`config.mk`:
```
export PLATFORM = sky130hd
export DESIGN_NAME = uvw_monitor
export DESIGN_NICKNAME = d
export VERILOG_FILES = /design/src/rtl/uvw_monitor.sv
export SDC_FILE = /design/constraint.sdc
export NUM_CORES = 1
export LEC_CHECK = 0
export ABC_AREA = 1
export CORE_ASPECT_RATIO = 0.75
export CORE_UTILIZATION = 50
export CTS_CLUSTER_SIZE = 30
export DETAILED_ROUTE_END_ITERATION = 16
export PLACE_DENSITY = 0.78
export SETUP_SLACK_MARGIN = 0.3
export SYNTH_ARGS = -nofsm -noshare
export SYNTH_HDL_FRONTEND = slang
export SYNTH_SLANG_ARGS = --single-unit
```
`constraint.sdc`:
```
create_clock -name clk -period 1.96 [get_ports clk]
set_clock_uncertainty 0.05 [all_clocks]
set_input_delay 0.196 -clock clk [delete_from_list [all_inputs] [get_ports clk]]
set_output_delay 0.196 -clock clk [all_outputs]
set_load 0.01 [all_outputs]
```
`src/rtl/uvw_monitor.sv`:
```
// Observer for the u/v/w counter-triple producer: predicts each next snapshot, checks (u+v)!=1.
// Optional build macro UVW_MONITOR_ASSERT_EN adds an immediate assertion on the sticky error.
module uvw_monitor #(
  parameter int WIDTH = 3,
  parameter int CNT_W = 8
) (
  input  logic             clk,
  input  logic             rst,
  input  logic             in_valid,
  input  logic             in_rst,
  input  logic [WIDTH-1:0] u_in,
  input  logic [WIDTH-1:0] v_in,
  input  logic [WIDTH-1:0] w_in,
  output logic             mismatch,
  output logic             prop_fail,
  output logic             err,
  output logic [1:0]       state,
  output logic [CNT_W-1:0] sample_cnt
);

  typedef enum logic [1:0] {IDLE = 2'd0, TRACK = 2'd1, ERROR = 2'd2} state_t;

  state_t           state_p1, state_nxt;
  logic [WIDTH-1:0] pu_p1, pv_p1, pw_p1;
  logic [WIDTH-1:0] sum_uv;
  logic             accept, mism_c, pfail_c;

  // Next producer triple; all sums wrap modulo 2^WIDTH.
  function automatic logic [3*WIDTH-1:0] predict(input logic r, input logic [WIDTH-1:0] u,
                                                 input logic [WIDTH-1:0] v, input logic [WIDTH-1:0] w);
    logic [WIDTH-1:0] nu, nv, nw;
    if (r) begin
      nu = WIDTH'(1);
      nv = WIDTH'(1);
      nw = WIDTH'(1);
    end else begin
      nv = v + WIDTH'(1);
      nw = w + WIDTH'(1);
      nu = ((u < v) || (v < w)) ? (u + v) : nv;
    end
    return {nu, nv, nw};
  endfunction

  function automatic logic [CNT_W-1:0] sat_inc(input logic [CNT_W-1:0] c);
    return (&c) ? c : (c + CNT_W'(1));
  endfunction

  assign sum_uv  = u_in + v_in;
  assign accept  = in_valid && (state_p1 != ERROR);
  assign mism_c  = accept && (state_p1 == TRACK) && ({u_in, v_in, w_in} != {pu_p1, pv_p1, pw_p1});
  assign pfail_c = accept && (sum_uv == WIDTH'(1));

  always_comb begin
    state_nxt = state_p1;
    if (accept) begin
      state_nxt = (mism_c || pfail_c) ? ERROR : TRACK;
    end
  end

  always_ff @(posedge clk) begin
    if (rst) begin
      state_p1 <= IDLE;
    end else begin
      state_p1 <= state_nxt;
    end
  end

  // Registered outputs and shadow triple; a beat in cycle N is visible in cycle N+1.
  always_ff @(posedge clk) begin
    if (rst) begin
      mismatch   <= 1'b0;
      prop_fail  <= 1'b0;
      err        <= 1'b0;
      sample_cnt <= '0;
      pu_p1      <= '0;
      pv_p1      <= '0;
      pw_p1      <= '0;
    end else begin
      mismatch  <= mism_c;
      prop_fail <= pfail_c;
      err       <= err | mism_c | pfail_c;
      if (accept) begin
        sample_cnt             <= sat_inc(sample_cnt);
        {pu_p1, pv_p1, pw_p1}  <= predict(in_rst, u_in, v_in, w_in);
      end
    end
  end

  assign state = state_p1;

`ifdef UVW_MONITOR_ASSERT_EN
  always_comb begin
    mon_ok: assert (!err);
  end
`else
  // No assertion in the default build; outputs are unaffected either way.
`endif

endmodule

```
==> impl_metrics.json <==
{
  "crit_fanout": 4,
  "crit_path_max_incr_delay_ns": 0.42,
  "overall_via_count_from_detail_route": 1227,
  "cpMaxStageDelayCell": "clkdlybuf4s50_1",
  "post_synth_num_cell_types": 23,
  "cts_root_buf": "clkbuf_4",
  "crit_chain": "clkdlybuf4s50_1 > buf_4 > ha_1 > a21oi_2 > nand2_1 > nand2_2 > o21ai_0 > o21bai_1 > inv_1",
  "route.detailed.vias_per_inst": 5.09,
  "final.min_clock_period_ns": 1.57,
  "status": "completed",
  "tightestPinTransition_ns": 0.364,
  "finalWeightedCongestion": 0.786,
  "rr_endpoint": "sample_cnt[2]",
  "timing.critical_path.from_type": "input port",
  "arrival_ns": 1.73,
  "initialDrtViolationCount": 75,
  "critPathTopFamily": "buffers and inverters",
  "final_net_count": 232,
  "cts_buffer_count": 3,
  "rsz0062_at_grt": "true",
  "route.antenna.remaining_nets": 0,
  "die_width_um": 59.9,
  "worstSkewPairLatency_ns": 0.31,
  "finalMaxSlewViolations": 0,
  "cts_resized": 0,
  "wl_per_cell_um": 12.3,
  "reg2reg_setup_slack_ns": 0.41,
  "routed_wirelength_um": 2960,
  "final-seq-area_um2": 444,
  "worst_reg2reg_startpoint": "sample_cnt[0]",
  "worst_setup_hold_path_clk_slew_ns": 0.11,
  "fill_cells": 197,
  "cp.depth": 9,
  "clock.fmax_mhz": 638,
  "grt_pass1_vias": 1172,
  "die_height_um": 45.4,
  "synth.net_count": 197,
  "design.die.area_um2": 2720,
  "cap_viol_max_count": 0,
  "synth_top_area_cell": "dfxtp_1",
  "synth_top_area_share_pct": 35.1,
  "hold_buffers": 0,
  "multi_input_area_um2": 723,
  "crit_start": "v_in[2]",
  "seq_area_frac_synth_pct": 35.1,
  "cts-root-to-sink-buffers": 2,
  "fp.coreArea_um2": 2350,
  "timing.final.crit_share_pct": 80.0,
  "netlist_instances": 174,
  "worst_r2r_path_depth": 8,
  "hp-class": "reg -> reg",
  "number_of_top_level_design_ports": 26,
  "grt_max_degree": 13,
  "overflow_left_after_global_routing": 0,
  "numClockSinks": 22,
  "antenna-diode-count": 0,
  "htree_num_levels": 1,
  "detailedRoute.firstPassIterationCount": 4,
  "grt_antenna_before_repair": 0,
  "drc": 0,
  "synthesis.area_um2": 1260,
  "yosys_most_used_dff": "dfxtp_1",
  "initial_core_util_pct": 53.5,
  "cell_types_occupying_the_most_area_after_synthesis": "dfxtp_1, nand2_1, ha_1, inv_1, a21oi_1",
  "synth.ff_latch_count": 22,
  "asyncSetResetFlopFracSynth_pct": 0,
  "netlist_top_cells_count": "nand2_1, dfxtp_1, inv_1, nor2_1, a21oi_1",
  "synth_area_per_cell_um2": 7.22,
  "finalHoldViolCount": 0,
  "finalSetupViolations": 0,
  "slew_headroom_pct": 75.6,
  "crit_type": "in -> reg",
  "endpoint": "pu_p1[0]",
  "cts_tree": "yes",
  "areaGrowthSynthToFinish_pct": 29.9,
  "timing.critical_path.to_type": "flip-flop",
  "synth.yosys.warnings": 0,
  "port_buffers": 25,
  "power_density_nw_per_um2": 598,
  "post_cts_buffers": 0,
  "finalSetupTns_ns": 0,
  "cellLeakagePower_uw": 0.000715,
  "wire_length_of_the_first_global_routing_pass_um": 5000,
  "crit_buf_inv": 3,
  "synth_edf_count": 0,
  "groute.usage.overall_pct": 24.8,
  "final.hold.worst_slack_ns": 0.440,
  "drive_gt1_share_pct": 10.6,
  "irDropWorstVdd_mv": 0.368,
  "crit_required_ns": 2.12,
  "synthMostInstantiatedCell": "nand2_1",
  "num_rows": 15,
  "dp_hpwl_um": 2280
}
==> worst min-delay path by stage <==
stage	end	slack, ns	cells after the start	start
4_1_cts	pv_p1[2]	0.45	2	pv_p1[2]
2_1_floorplan	pv_p1[0]	0.22	1	rst
3_3_place_gp	sample_cnt[4]	0.41	2	sample_cnt[4]
5_1_grt	sample_cnt[0]	0.45	1	sample_cnt[0]
3_5_place_dp	pv_p1[2]	0.43	2	pv_p1[2]
6_report	sample_cnt[0]	0.44	1	sample_cnt[0]
==> power by group <==
| part | internal [uW] | leakage [uW] | switching [uW] |
|---|---|---|---|
| Sequential | 478 | 0.000181 | 24.6 |
| Combinational | 126 | 0.000520 | 140 |
| Clock | 71.8 | 0.0000138 | 134 |
| Total | 676 | 0.000715 | 299 |
==> cell type report <==
cell class                 count  share of cell area, %
inverter                      25                   5.90
sequential                    22                   27.2
multi-input combinational    125                   44.3
clock buffer                   3                   1.38
tap                           34                   2.61
timing repair buffer          32                   18.6
==> registers in the layout (all words and copies together), names as in the netlist <==
register	flops
sample_cnt	8
pu_p1	3
pv_p1	3
pw_p1	3
state	2
err	1
mismatch	1
prop_fail	1
==> layout by cell type (no fill, tap or decap), types with 2 or more instances in the layout <==
cell / n
ha_1: 9
clkdlybuf4s50_1: 25
a221oi_1: 2
clkbuf_4: 3
inv_1: 22
xor2_1: 4
a21oi_1: 12
dfxtp_2: 3
a21oi_2: 2
o21ai_0: 5
dfxtp_1: 19
xnor2_1: 8
nand2_1: 48
buf_4: 7
nand3_1: 8
nor2_1: 15
nand4_1: 2
==> logic make-up (layout without fill, tap and decap cells) <==
logic type,after synthesis,in the layout,synth area share [%]
buffers and inverters,27,60,8.86
xor gates and xnor gates,12,12,8.37
DFF,22,22,35.1
adders and majority gates,10,10,10.6
AOI/OAI and AO/OA,25,25,11.7
and+or+nand+nor,78,78,25.5
==> stage by stage <==
| stage | power (uW) | instances | setup WS (ns) | util, % | cell area [um2] |
|---|---|---|---|---|---|
| after global placement | 754 | 238 | 0.0867 | 67.6 | 1590 |
| after CTS | 968 | 241 | 0.334 | 68.6 | 1610 |
| after detailed placement | 765 | 238 | 0.00348 | 67.6 | 1590 |
| after global routing | 1030 | 241 | 0.273 | 69.5 | 1630 |
| final | 975 | 241 | 0.392 | 69.5 | 1630 |
| after floorplan | 657 | 174 | 0.453 | - | 1260 |
==> per-layer routing <==
metal,track usage (%),share of wire (%),vias up
met4,2.79,0.30,0
met2,42.0,48,37
met5,0,0,-
li1,-,-,617
met3,7.10,6.7,2
met1,32.7,45,571
No activity file was read; power rests on OpenSTA's default activity.
